==> src/rtl/dccm_port_arbiter.sv <==
// Shares the single-port, 1-cycle-latency DCCM between the LSU (fixed priority) and a
// DMA/debug master, with a starvation counter and a read tag that steers returned data.
module dccm_port_arbiter #(
   parameter int XLEN       = 32,
   parameter int STARVE_MAX = 4
) (
   input  logic            clk,
   input  logic            rst_n,
   input  logic [XLEN-1:0] lsu_dccm_raddr,
   input  logic            lsu_dccm_rvalid_in,
   input  logic [XLEN-1:0] lsu_dccm_waddr,
   input  logic            lsu_dccm_wen,
   input  logic [XLEN-1:0] lsu_dccm_wdata,
   output logic            lsu_dccm_stall,
   output logic [XLEN-1:0] lsu_dccm_rdata,
   output logic            lsu_dccm_rvalid_out,
   input  logic            dma_req,
   input  logic            dma_we,
   input  logic [XLEN-1:0] dma_addr,
   input  logic [XLEN-1:0] dma_wdata,
   output logic            dma_gnt,
   output logic [XLEN-1:0] dma_rdata,
   output logic            dma_rvalid,
   output logic            dccm_en,
   output logic            dccm_we,
   output logic [XLEN-1:0] dccm_addr,
   output logic [XLEN-1:0] dccm_wdata,
   input  logic [XLEN-1:0] dccm_rdata
);

   localparam int            CW         = $clog2(STARVE_MAX + 1);
   localparam logic [CW-1:0] STARVE_LIM = CW'(STARVE_MAX);

   typedef enum logic [1:0] {
      TAG_NONE = 2'd0,
      TAG_LSU  = 2'd1,
      TAG_DMA  = 2'd2
   } rd_tag_e;

   typedef enum logic [1:0] {
      SEL_NONE   = 2'd0,
      SEL_LSU_WR = 2'd1,
      SEL_LSU_RD = 2'd2,
      SEL_DMA    = 2'd3
   } sel_e;

   sel_e          sel_s;
   logic          lsu_req_s;
   rd_tag_e       rd_tag_q, rd_tag_d;
   logic [CW-1:0] starve_cnt_q, starve_cnt_d;

   assign lsu_req_s = lsu_dccm_wen | lsu_dccm_rvalid_in;

   // Winner selection; nothing is granted while reset is asserted
   always_comb begin
      sel_s = SEL_NONE;
      if (!rst_n) begin
         sel_s = SEL_NONE;
      end else if (dma_req && (starve_cnt_q == STARVE_LIM)) begin
         sel_s = SEL_DMA;
      end else if (lsu_dccm_wen) begin
         sel_s = SEL_LSU_WR;
      end else if (lsu_dccm_rvalid_in) begin
         sel_s = SEL_LSU_RD;
      end else if (dma_req) begin
         sel_s = SEL_DMA;
      end else begin
         sel_s = SEL_NONE;
      end
   end

   // Memory strobe, handshakes and the tag of the read issued this cycle
   always_comb begin
      dccm_en        = 1'b0;
      dccm_we        = 1'b0;
      dccm_addr      = '0;
      dccm_wdata     = '0;
      dma_gnt        = 1'b0;
      lsu_dccm_stall = 1'b0;
      rd_tag_d       = TAG_NONE;
      case (sel_s)
         SEL_LSU_WR: begin
            dccm_en        = 1'b1;
            dccm_we        = 1'b1;
            dccm_addr      = lsu_dccm_waddr;
            dccm_wdata     = lsu_dccm_wdata;
            // a read presented alongside the write waits one cycle
            lsu_dccm_stall = lsu_dccm_rvalid_in;
         end
         SEL_LSU_RD: begin
            dccm_en   = 1'b1;
            dccm_addr = lsu_dccm_raddr;
            rd_tag_d  = TAG_LSU;
         end
         SEL_DMA: begin
            dccm_en        = 1'b1;
            dccm_we        = dma_we;
            dccm_addr      = dma_addr;
            dma_gnt        = 1'b1;
            lsu_dccm_stall = lsu_req_s;
            if (dma_we) begin
               dccm_wdata = dma_wdata;
               rd_tag_d   = TAG_NONE;
            end else begin
               dccm_wdata = '0;
               rd_tag_d   = TAG_DMA;
            end
         end
         default: begin
            dccm_en = 1'b0;
         end
      endcase
   end

   // Starvation counter next state
   always_comb begin
      starve_cnt_d = starve_cnt_q;
      if (!dma_req || dma_gnt) begin
         starve_cnt_d = '0;
      end else if (starve_cnt_q == STARVE_LIM) begin
         starve_cnt_d = starve_cnt_q;
      end else begin
         starve_cnt_d = starve_cnt_q + CW'(1);
      end
   end

   // Tag and counter registers
   always_ff @(posedge clk or negedge rst_n) begin
      if (!rst_n) begin
         rd_tag_q     <= TAG_NONE;
         starve_cnt_q <= '0;
      end else begin
         rd_tag_q     <= rd_tag_d;
         starve_cnt_q <= starve_cnt_d;
      end
   end

   assign lsu_dccm_rvalid_out = (rd_tag_q == TAG_LSU);
   assign dma_rvalid          = (rd_tag_q == TAG_DMA);
   assign lsu_dccm_rdata      = lsu_dccm_rvalid_out ? dccm_rdata : '0;
   assign dma_rdata           = dma_rvalid ? dccm_rdata : '0;

endmodule

==> config.mk <==
export PLATFORM = sky130hd
export DESIGN_NAME = dccm_port_arbiter
export DESIGN_NICKNAME = d
export VERILOG_FILES = /design/src/rtl/dccm_port_arbiter.sv
export SDC_FILE = /design/constraint.sdc
export NUM_CORES = 1
export LEC_CHECK = 0
export CAP_MARGIN = 20
export CORE_AREA = 10 10 120 122
export DETAILED_ROUTE_END_ITERATION = 8
export DIE_AREA = 0 0 130 132
export HOLD_SLACK_MARGIN = 0.06
export PLACE_DENSITY = 0.6
export SKIP_LAST_GASP = 1
export SYNTH_ARGS = -nofsm -noshare
export SYNTH_HDL_FRONTEND = slang
export SYNTH_SLANG_ARGS = --single-unit
==> constraint.sdc <==
create_clock -name clk -period 5 [get_ports clk]
set_input_delay 0.5 -clock clk [delete_from_list [all_inputs] [get_ports clk]]
set_output_delay 0.5 -clock clk [all_outputs]
set_load 0.02 [all_outputs]
; Word level (Yosys, flattened, before mapping)
; Index checks and enable logic that the tools add are counted.
[word_totals]
regBits = 5
out_inout_bits = 134
input_bits = 198
[op_classes]
addsub = 1
n_reduce_logical = 4
bitwise = 1
n_eq_ne = 7
muxes = 18
[op_table]
columns = op, count
row1 = 32-bit two-way mux, 3
row2 = 32-bit case mux with 3 select lines, 1
row3 = 32-bit case mux with 2 select lines, 1
row4 = 2-bit two-way mux, 6
row5 = 2-bit == test (second input constant), 3
row6 = 3-bit two-way mux, 2
row7 = 2-bit by 1-bit == test with 1-bit output (second input constant), 2
row8 = 1-bit case mux with 2 select lines, 2
row9 = 2-bit case mux with 2 select lines, 1
row10 = 3-bit by 1-bit adder with 3-bit output (second input constant), 1
row11 = 3-bit == test (second input constant), 1
row12 = 3-bit OR reduction, 1
row13 = 1-bit two-way mux, 2
row14 = 2-bit != test (second input constant), 1
row15 = 1-bit logical AND, 1
row16 = 1-bit zero test, 1
row17 = 1-bit logical OR, 1
row18 = 1-bit OR, 1

; Logic depth before layout (Yosys ltp)
; Gate-level depths: netlist of the first run.
[logic_depth]
ltp_word = 9
ltp_mapped = 7
mapped_depth_nobuf = 5

; Worst setup path before layout of the first run
; No wires, ideal clock.
[synth_timing]
kind = reg2out
startpoint = reg starve_cnt_q[0]
endpoint = out dccm_addr[10]
required_time_ns = 4.500
stages_incl_launch_ff = 8
path_slack_ns = 2.868
n_path_buf = 2
t_arrival_ns = 1.632
path_cell_list = dfrtp_1 inv_1 ha_1 nand3_1 and3_1 buf_6 buf_6 a221o_1
[synth_between]
elab_chain_len = 6
[synth_rtl]
columns = item, line_no
row1 = from (decl), 50  ; logic [CW-1:0] starve_cnt_q, starve_cnt_d;
row2 = from (signal assigned), 134  ; starve_cnt_q <= starve_cnt_d;
row3 = 3-bit == test (*), 59  ; end else if (dma_req && (starve_cnt_q == STARVE_LIM)) begin
row4 = 1-bit logical AND (*), 59
row5 = 2-bit two-way mux (*), 59
row6 = 2-bit two-way mux (*), 57  ; if (!rst_n) begin
row7 = 2-bit == test / 2-bit by 1-bit == test with 1-bit output (equally long branches), 81  ; case (sel_s)
row8 = 32-bit case mux with 3 select lines (*), 81
row9 = to (decl), 26  ; output logic [XLEN-1:0] dccm_addr,
; Mark *: on every way between the ends. The rest lies on a longest branch, timed or not.

; Worst setup path after layout of the first run
[layout_timing]
startpoint = in rst_n
endpoint = out dccm_wdata[8]
[layout_between]
elab_chain_len = 3
[layout_rtl]
columns = item, line_no
row1 = from (decl), 8  ; input logic rst_n,
row2 = 2-bit two-way mux (*), 57
row3 = 2-bit == test / 2-bit by 1-bit == test with 1-bit output (equally long branches), 81
row4 = 32-bit case mux with 2 select lines (*), 81
row5 = to (decl), 27  ; output logic [XLEN-1:0] dccm_wdata,
; Marks and branches as above.

==> out/metrics.yaml, run 1 <==
status: "completed"
fin_skew_ns: 0.00112
maxSlewHeadroom_pct: 58.2
grt_pass1_vias: 3370
setup-violations-final: 0
postSynthCellCount: 226
postRouteAntennaNets: 0
cts_tree: "done"
grt_max_degree: 35
start_util_pct: 14.4
cts_resized: 0
numPortBuffers: 331
grt_overflow: 0
drcViolationCount: 0
post_cts_buffers: 0
crit_fanout: 34
syn_nets: 426
place_congestion: 0.888
end_kind: "primary output"
layout_min_cycle_time_ns: 3.70
synthArstFlopShare_pct: 100
clk_latency_ns: 0.23
arrival_ns: 3.20
fin_hold_ws_ns: 0.572
path_class: "in -> out"
crit_path_cell_trace: "clkdlybuf4s50_1 -> and3_2 -> buf_4 -> a22o_1 -> clkdlybuf4s50_1"
cts_root_buffer: "clkbuf_16"
placed_cells: 683
antenna_found_initial: 0
via_per_inst: 4.59
start_kind: "input pin"
rsz0062_at_grt: "no"
drive_gt1_share_pct: 2.59
synth_cell_types: 26
peakVddDrop_uv: 110
place_ws_ns: 1.29
ys.warnings.count: 0
rows: 40
synth_seq_area_share_pct: 7.29
critPathMaxStageDelay_ns: 0.71
synth-edff-count: 0
vias: 3155
io_pins: 332
syn_area_per_cell_um2: 7.59
area_delta_synth_final_pct: 202
h-tree-depth: 1
synthTopCellsByArea: "and2_1, a221o_1, a22o_1"
period_share_pct: 73.9
cts_buffers: 3
synth_commonest_cells: "and2_1, and3_1, a221o_1, a22o_1, clkbuf_1"
drt-initial-drc-count: 144
p_leak_uw: 0.00208
die_y_um: 132
wl_um: 14700
hold_viol: 0
cts_sinks: 5
core_area_um2: 11900
cpMaxStageDelayCell: "clkdlybuf4s50_1"
dieArea_um2: 17200
tightestPinTransition_ns: 0.627
total_power_uw: 584
fmax_ghz: 0.271
nNetsFinal: 741
grt_first_pass_wirelength_um: 20700
finalWorstSetupSlack_ns: 1.30
syn-cell-area_um2: 1720
synth-seq-cells: 5
dp_hpwl_um: 13000
die_w_um: 130
power_density_nw_per_um2: 113
yosys.area.top_type_share_pct: 24.1
first_pass_iters: 4
cts.clk_slew.worst_paths_ns: 0.03
fin_setup_tns_ns: 0
grt_usage_pct: 15.3
holdBufCountCts: 0
synth.largest_area_cell: "and2_1"
holdCritPathClass: "in -> async"
clockBufferDepth: 2
final_cells: 687
ys.flop_type: "dfrtp_1"
drv_cap: 0
num_antenna_cells: 0
synth.most_common_cell: "and2_1"
drv_slew: 0
wl_per_cell_um: 21.5
cp_common_cell: "clkdlybuf4s50_1"
required_ns: 4.50
## stage by stage
| stage | cell area [um2] | util [%] |
|---|---|---|
| after floorplan | 1720 | - |
| after detailed placement | 5100 | 42.9 |
| after CTS | 5180 | 43.5 |
| after global placement | 5100 | 42.9 |
| final | 5180 | 43.5 |
| after global routing | 5180 | 43.5 |
## final cells by class
class / instances / area [um2]
Clock buffer: 4 / 78.8
Fill cell: 1180 / 6730
Inverter: 2 / 7.51
Multi-Input combinational cell: 191 / 1420
Sequential cell: 5 / 125
Tap cell: 147 / 184
Timing Repair Buffer: 338 / 3370
## routing by layer
metal	up-vias	global-route usage [%]	share of wire, %
met5	-	0	0
met4	0	2.25	0.62
met3	6	6.68	13
met2	210	29.1	51
met1	1444	15.0	36
li1	1495	-	-
## where the power goes
part,internal (uW),switching [uW]
Clock,106,25.8
Combinational,249,157
Sequential,43.6,3.00
## critical path: cells and delay by family
kind | cells | cell delay [ns]
buffers and inverters | 3 | 1.78
AND/OR/NAND/NOR | 1 | 0.69
AO/OA/AOI/OAI | 1 | 0.19
## worst paths after layout
| kind | start | to | slack [ns] | cells past startpoint |
|---|---|---|---|---|
| worst max register to register | starve_cnt_q[0]$_DFFE_PN0P_ | starve_cnt_q[1]$_DFFE_PN0P_ | 3.24 | 6 |
| worst min-delay path | rst_n | starve_cnt_q[1]$_DFFE_PN0P_ | 0.57 | 1 |
| worst max-delay path | rst_n | dccm_wdata[8] | 1.30 | 5 |
| max in group asynchronous | rst_n | rd_tag_q[1]$_DFF_PN0_ | 4.15 | 1 |
| worst min register to register | starve_cnt_q[0]$_DFFE_PN0P_ | starve_cnt_q[0]$_DFFE_PN0P_ | 0.59 | 2 |
| min in group clk | starve_cnt_q[0]$_DFFE_PN0P_ | starve_cnt_q[0]$_DFFE_PN0P_ | 0.59 | 2 |
## logic make-up after synthesis
logic type | share of synthesized area [%]
adders and majority gates | 2.04
DFF | 7.29
buffers and inverters | 10.6
AOI/OAI and AO/OA | 38.1
and+or+nand+nor | 41.9
## cells in the final DEF, fill, tap and decap left out
| cell type | netlist | layout |
|---|---|---|
| dfrtp_1 | 5 | 5 |
| o21ai_0 | 1 | 1 |
| clkbuf_1 | 16 | 1 |
| nor3_1 | 1 | 1 |
| o22ai_1 | 2 | 2 |
| buf_4 | 4 | 7 |
| inv_1 | 2 | 2 |
| a22o_1 | 32 | 32 |
| and2_0 | 1 | 1 |
| nor2_1 | 1 | 1 |
| nand2_1 | 4 | 4 |
| maj3_1 | 1 | 1 |
| and3_1 | 35 | 34 |
| a21bo_2 | 1 | 1 |
| clkdlybuf4s50_1 | 0 | 331 |
| and2_1 | 66 | 66 |
| a221o_1 | 32 | 32 |
| o2bb2ai_2 | 0 | 1 |
| and3_2 | 0 | 1 |
| a32oi_1 | 1 | 1 |
| ha_1 | 2 | 2 |
| nand3b_1 | 1 | 1 |
| nor3_4 | 0 | 1 |
| o31a_1 | 1 | 1 |
| nand3_1 | 3 | 3 |
| clkbuf_16 | 0 | 3 |
| nor2b_1 | 4 | 4 |
## registers in the layout, indices dropped and copies added, names as in the netlist
| register | count |
|---|---|
| rd_tag_q | 2 |
| starve_cnt_q | 3 |
(Power assumes the default switching activity.)
==> run 2: changes to the inputs <==
CORE_AREA = 10 10 122 124   (was 10 10 120 122)
DIE_AREA = 0 0 132 134   (was 0 0 130 132)
PLACE_DENSITY = 0.59   (was 0.6)
clock period = 3.7 ns   (was 5 ns; I/O delays follow)
==> out/metrics.yaml, run 2 (synthesis gave the netlist of run 1 again) <==
grt_usage_pct: 14.6
layout_common_cells: "clkdlybuf4s50_1, and2_1, and3_1, a22o_1, a221o_1"
power_switching_uw: 249
drv_cap: 0
p_comb_share_pct: 69.8
core_area_um2: 12500
antenna_found_initial: 0
place_congestion: 0.830
mostFrequentLayoutCell: "clkdlybuf4s50_1"
final_cells: 714
seqCellArea_um2: 125
arrival_ns: 2.70
num_antenna_cells: 0
fin_hold_ws_ns: 0.464
placed_cells: 710
peakVddDrop_uv: 107
hold_viol: 0
rsz0062_at_grt: "no"
fin_setup_tns_ns: 0
wl_um: 14400
die_w_um: 132
p_clk_share_pct: 22.3
seq_power_share_pct: 7.9
drcViolationCount: 0
crit_fanout: 33
end_kind: "primary output"
cts_root_buffer: "clkbuf_16"
postRouteAntennaNets: 0
clockBufferDepth: 2
via_per_inst: 4.40
place_area_um2: 5160
cp_common_cell: "clkdlybuf4s50_1"
h-tree-depth: 1
drv_slew: 0
dieArea_um2: 17700
cts_resized: 0
required_ns: 3.33
largest-register: "starve_cnt_q"
nNetsFinal: 743
path_buf_inv: 3
cpMaxStageDelayCell: "clkdlybuf4s50_1"
holdBufCountCts: 0
critPathMaxStageDelay_ns: 0.75
setup-violations-final: 0
fmax_ghz: 0.325
holdCritPathClass: "in -> async"
start_kind: "input pin"
grt_overflow: 0
post_cts_buffers: 0
status: "completed"
layout_min_cycle_time_ns: 3.07
io_pins: 332
area_delta_synth_final_pct: 205
top_regs: "starve_cnt_q (3), rd_tag_q (2)"
swShare_pct: 31.5
drive_gt1_share_pct: 3.14
p_leak_uw: 0.00210
first_pass_iters: 4
path_class: "in -> out"
multi_input_area_um2: 1420
intPower_uw: 541
maxSlewHeadroom_pct: 70.0
crit_path_cell_trace: "clkdlybuf4s50_1 -> nand2_1 -> nor3_4 -> buf_4 -> a221o_1 -> clkdlybuf4s50_1"
cpLargestDelayFamily: "buffers and inverters"
place_ws_ns: 0.597
final_cell_area_um2: 5240
cts.clk_slew.worst_paths_ns: 0.03
dp_hpwl_um: 12700
cts_sinks: 5
tightestPinTransition_ns: 0.449
start_util_pct: 13.8
numPortBuffers: 331
fin_skew_ns: 0.000739
grt_max_degree: 65
period_share_pct: 83.1
clk_latency_ns: 0.23
cts_buffers: 3
fillers: 1277
die_y_um: 134
grt_first_pass_wirelength_um: 20700
largest_reg_flops: 3
wl_per_cell_um: 20.2
vias: 3139
drt-initial-drc-count: 149
finalWorstSetupSlack_ns: 0.627
power_density_nw_per_um2: 151
rows: 41
cts_tree: "done"
grt_pass1_vias: 3368
## run 2: cell count changes in the layout (fill, tap and decap cells not counted)
cell             change
buf_4                +2
buf_12               +1
clkdlybuf4s50_1      -1
## run 2: worst paths after layout
path / slack (ns) / startpoint / endpoint / cells after the start
worst max-delay path: 0.63 / rst_n / dccm_addr[5] / 6
worst min-delay path: 0.46 / rst_n / starve_cnt_q[1]$_DFFE_PN0P_ / 1
worst max register to register: 2.07 / starve_cnt_q[0]$_DFFE_PN0P_ / rd_tag_q[0]$_DFF_PN0_ / 5
worst min register to register: 0.56 / starve_cnt_q[0]$_DFFE_PN0P_ / starve_cnt_q[0]$_DFFE_PN0P_ / 2
max in group asynchronous: 2.93 / rst_n / rd_tag_q[0]$_DFF_PN0_ / 1
min in group clk: 0.56 / starve_cnt_q[0]$_DFFE_PN0P_ / starve_cnt_q[0]$_DFFE_PN0P_ / 2
## run 2: layout make-up
type | count | area share, %
sequential | 5 | 2.39
inverter | 2 | 0.143
timing repair buffer | 340 | 64.7
tap | 172 | 4.11
clock buffer | 4 | 1.50
multi-input combinational | 191 | 27.1
## run 2: power by group through the flow
stage                     registers [uW]  clock network [uW]  logic, uW
after floorplan                     62.1                   0        193
after global placement              62.8                   0        551
after detailed placement            63.2                   0        554
after CTS                           62.5                 177        557
after global routing                63.2                 180        584
final                               62.5                 176        551
## run 2: routing by layer
layer | routed length (um) | track usage (%) | vias up
met5 | 0 | 0 | -
met4 | 272 | 3.71 | 0
met3 | 1600 | 6.65 | 16
met2 | 7250 | 27.2 | 218
met1 | 5320 | 14.3 | 1401
li1 | - | - | 1504
## run 2: through the flow
step	total power (uW)	utilization, %
detailed placement	618	41.4
CTS	796	42.0
finish	790	42.0
global placement	614	41.4
floorplan	255	-
global route	827	42.0
==> run 3: changes to the inputs <==
clock period = 2.85 ns   (was 3.7 ns; I/O delays follow)
==> out/metrics.yaml, run 3 (synthesis gave the netlist of run 1 again) <==
status: "completed"
total_power_uw: 1020
grt_first_pass_wirelength_um: 20500
dieArea_um2: 17700
dp_hpwl_um: 12500
power_density_nw_per_um2: 193
place_area_um2: 5200
io_pins: 332
postRouteAntennaNets: 0
period_share_pct: 97.0
largest_reg_flops: 3
holdBufCountCts: 0
cts_buffers: 3
fmax_ghz: 0.362
drv_slew: 0
mostFrequentLayoutCell: "clkdlybuf4s50_1"
core_area_um2: 12500
top_regs: "starve_cnt_q (3), rd_tag_q (2)"
rows: 41
drcViolationCount: 0
hold_viol: 0
first_pass_iters: 4
wl_per_cell_um: 19.9
grt_overflow: 0
holdCritPathClass: "in -> async"
cts.clk_slew.worst_paths_ns: 0.03
largest-register: "starve_cnt_q"
die_y_um: 134
end_kind: "primary output"
p_leak_uw: 0.00228
path_class: "reg -> out"
layout_common_cells: "clkdlybuf4s50_1, and2_1, and3_1, a22o_1, a221o_1"
clockBufferDepth: 2
antenna_found_initial: 0
required_ns: 2.57
setup-violations-final: 0
grt_max_degree: 65
grt_pass1_vias: 3327
die_w_um: 132
rsz0062_at_grt: "no"
clk_latency_ns: 0.23
cts_root_buffer: "clkbuf_16"
grt_usage_pct: 14.4
cts_sinks: 5
vias: 3136
nNetsFinal: 745
start_util_pct: 13.8
place_congestion: 0.786
num_antenna_cells: 0
peakVddDrop_uv: 161
fin_skew_ns: 0.000984
final_cell_area_um2: 5310
rr_startpoint: "starve_cnt_q[0]$_DFFE_PN0P_"
tightestPinTransition_ns: 0.307
post_cts_buffers: 0
drv_cap: 0
area_delta_synth_final_pct: 209
layout_min_cycle_time_ns: 2.77
maxSlewHeadroom_pct: 79.4
crit_fanout: 64
critPathLaunch: "starve_cnt_q[0]$_DFFE_PN0P_"
wl_um: 14300
drive_gt1_share_pct: 4.04
utilization_pct: 42.6
fillers: 1248
cts_tree: "done"
via_per_inst: 4.38
numPortBuffers: 331
start_kind: "flop"
drt-initial-drc-count: 99
arrival_ns: 2.48
fin_setup_tns_ns: 0
h-tree-depth: 1
## run 3: cell type report
| class | count | area [um2] | area share, % |
|---|---|---|---|
| multi-input cells | 191 | 1430 | 26.9 |
| repair buffers | 342 | 3450 | 65.1 |
| well taps | 172 | 215 | 4.06 |
| inverters | 2 | 7.51 | 0.142 |
| clock buffers | 4 | 78.8 | 1.49 |
| flip-flops and latches | 5 | 125 | 2.36 |
## run 3: repair_timing
action	CTS	global route
endpoints found under the hold margin	0	0
gates resized for setup	0	12
endpoints found under the setup margin	0	30
## run 3: power by group
| part | total (uW) | internal (uW) | switching [uW] |
|---|---|---|---|
| combinational | 714 | 441 | 273 |
| sequential | 81.2 | 76.5 | 4.72 |
| clock | 229 | 185 | 43.9 |
| total | 1020 | 703 | 322 |
## run 3: per-stage QoR
stage	worst slack, ns	hold slack [ns]	cells
after global routing	0.000837	0.433	716
after detailed placement	0.205	0.562	712
after CTS	0.0178	0.414	716
final	0.0844	0.433	716
after global placement	0.237	0.551	712
after floorplan	0.933	-0.0106	226
## run 3: metal layers
layer	routed length [um]	GRT usage [%]
met4	257	3.71
met2	7260	27.1
met1	5100	14.0
met3	1650	6.57
met5	0	0
## run 3: path summary, 6_finish.rpt
path / end / slack (ns) / cells after the start
worst min register to register: starve_cnt_q[0]$_DFFE_PN0P_ / 0.57 / 2
max in group asynchronous: starve_cnt_q[1]$_DFFE_PN0P_ / 2.32 / 2
worst max-delay path: dccm_addr[20] / 0.08 / 7
worst min-delay path: rd_tag_q[0]$_DFF_PN0_ / 0.43 / 2
min in group clk: starve_cnt_q[0]$_DFFE_PN0P_ / 0.57 / 2
worst max register to register: starve_cnt_q[1]$_DFFE_PN0P_ / 1.14 / 7
## run 3: worst max-delay path, stage by stage (launching register included)
cell	delay [ns]
dfrtp_1	0.39
inv_1	0.09
ha_2	0.25
nand3_1	0.12
and3_2	0.26
buf_12	0.19
a221o_1	0.37
clkdlybuf4s50_1	0.55
==> edit: new RTL, config.mk and constraints of run 3 <==
Change the parameter `STARVE_MAX` from 4 to 16.
--- a/src/rtl/dccm_port_arbiter.sv
+++ b/src/rtl/dccm_port_arbiter.sv
@@ -3,5 +3,5 @@
 module dccm_port_arbiter #(
    parameter int XLEN       = 32,
-   parameter int STARVE_MAX = 4
+   parameter int STARVE_MAX = 16
 ) (
    input  logic            clk,
Formal check against the unedited RTL: not equivalent (Yosys sat finds a counterexample within 10 cycles, from zero or initial values and one cycle with rst_n low).
==> edit against run 3 <==
Core utilization up 2.4 points. Worst hold slack gained 150 ps. Sequential cell count is 2 higher. Power increased by 5.7%. Setup slack gained 72 ps. Clock power increased by 6%. Routed wire length rose by 4.6%. Register-to-register slack better by 40 ps. Area after synthesis grew 19%. Count of clock-buffer cells in the layout shrank 1. Final area increased by 5.6%.
==> edit: results (changes against run 3) <==
POST-SYNTH-TOP-COUNT-CELL='sky130_fd_sc_hd__nand2_1'
NETS=822  # +10%
HOLDCRITPATHCLASS='reg -> reg'
POST_ROUTE_CELLS_DRIVE_ABOVE_1_SHARE_PCT=3.865  # -0.18 points
PATH_MAX_FANOUT=33  # -48%
YS_TOP_CELLS_BY_AREA='sky130_fd_sc_hd__a22o_1 (28%), sky130_fd_sc_hd__and2_1 (20%), sky130_fd_sc_hd__nand2_1 (12%), sky130_fd_sc_hd__dfrtp_1 (8.6%), sky130_fd_sc_hd__o21ai_0 (7.9%)'
DPL-INSTANCE-AREA_UM2=5519  # +6.2%
TRACK_USAGE_PCT=15.01  # +0.59 points
WIRELENGTH_UM=14920  # +4.6%
MAX_STAGE_DELAY_PS=630  # +80 ps
REG2REG_SLACK_PS=1180  # +40 ps
YOSYSUNIQUECELLTYPES=34  # +31%
PLACE_CONGESTION=0.8755  # +11%
GLOBALROUTEMET3UTIL_PCT=7.356  # +0.78 points
GRT_FIRST_PASS_WIRELENGTH_UM=21450  # +4.8%
RUN_STATUS='finished clean'
DETAILROUTE.VIA_COUNT=3449  # +10%
SYN_AVG_CELL_AREA_UM2=6.635  # -13%
TOP_REGS='starve_cnt_q: 5 flops, rd_tag_q: 2 flops'
SEQ_AREA_SHARE_PCT=3.126  # +0.77 points
GR-USAGE-MET2_PCT=27.45  # +0.34 points
GR-USAGE-MET1_PCT=15.38  # +1.4 points
FIRST_GLOBAL_VIAS=3653  # +9.8%
PLACEMENT.SETUP.WORST_SLACK_PS=228.9  # +23.66 ps
LEAKAGE_POWER_FIGURE_nW=2.190  # -4.0%
FINAL_SETUP_SKEW_PS=0.8059  # -0.1782 ps
GRT_MAX_DEGREE=69  # +6.2%
FLOPS_AND_LATCHES=7  # +2
DP.CELLS=789  # +11%
DETAILEDPLACEMENTHPWL_UM=12900  # +3.0%
WIRE_PER_INST_UM=18.81  # -5.6%
edit: cell count changes in the layout (fill, tap and decap cells not counted), sizes merged, moves of 5 or more:
cell	delta
dlymetal6s2s	-11
a22o	+32
a221o	-32
o21ai	+31
a21oi	+5
nand2	+63
and3	-35
clkdlybuf4s50	+13
edit: cells by family after synthesis:
| family | synth area share [%] |
|---|---|
| DFF | 8.600 |
| adders and majority gates | 1.228 |
| buffers and inverters | 9.890 |
| xor gates and xnor gates | 0.8601 |
| and+or+nand+nor | 39.19 |
| AOI/OAI and AO/OA | 40.23 |
edit: what timing repair did:
action | 4_1_cts | 5_1_grt
gates resized for setup | 0 | 1
setup endpoints to repair | 0 | 32
hold buffers | 0 | 0
edit: path summary, 6_finish.rpt:
kind	end	cells after the start
setup / recovery	dccm_addr[0]	7
hold / removal	starve_cnt_q[3]	2
setup reg to reg	starve_cnt_q[4]	6
hold reg to reg	starve_cnt_q[3]	2
max in group asynchronous	starve_cnt_q[1]	2
min in group asynchronous	starve_cnt_q[4]	2
edit: worst reg2reg max path, cell delays in order, from the launching register on:
cell	delay (ps)
sky130_fd_sc_hd__dfrtp_1	400
sky130_fd_sc_hd__inv_1	90
sky130_fd_sc_hd__ha_1	180
sky130_fd_sc_hd__nand4bb_2	230
sky130_fd_sc_hd__buf_4	230
sky130_fd_sc_hd__a31oi_1	320
sky130_fd_sc_hd__nor2_1	90
edit: where the power goes:
group          switching [W]  internal, W  leakage, nW
registers         0.00000635     0.000106       0.0946
logic               0.000284     0.000444         2.06
clock network      0.0000575     0.000184       0.0409
total               0.000348     0.000734         2.19
edit: layer usage:
layer | part of all wire (%) | wire [µm]
met1 | 37 | 5593
met2 | 50 | 7502
met3 | 11 | 1670
met4 | 1.0 | 151
met5 | 0 | 0
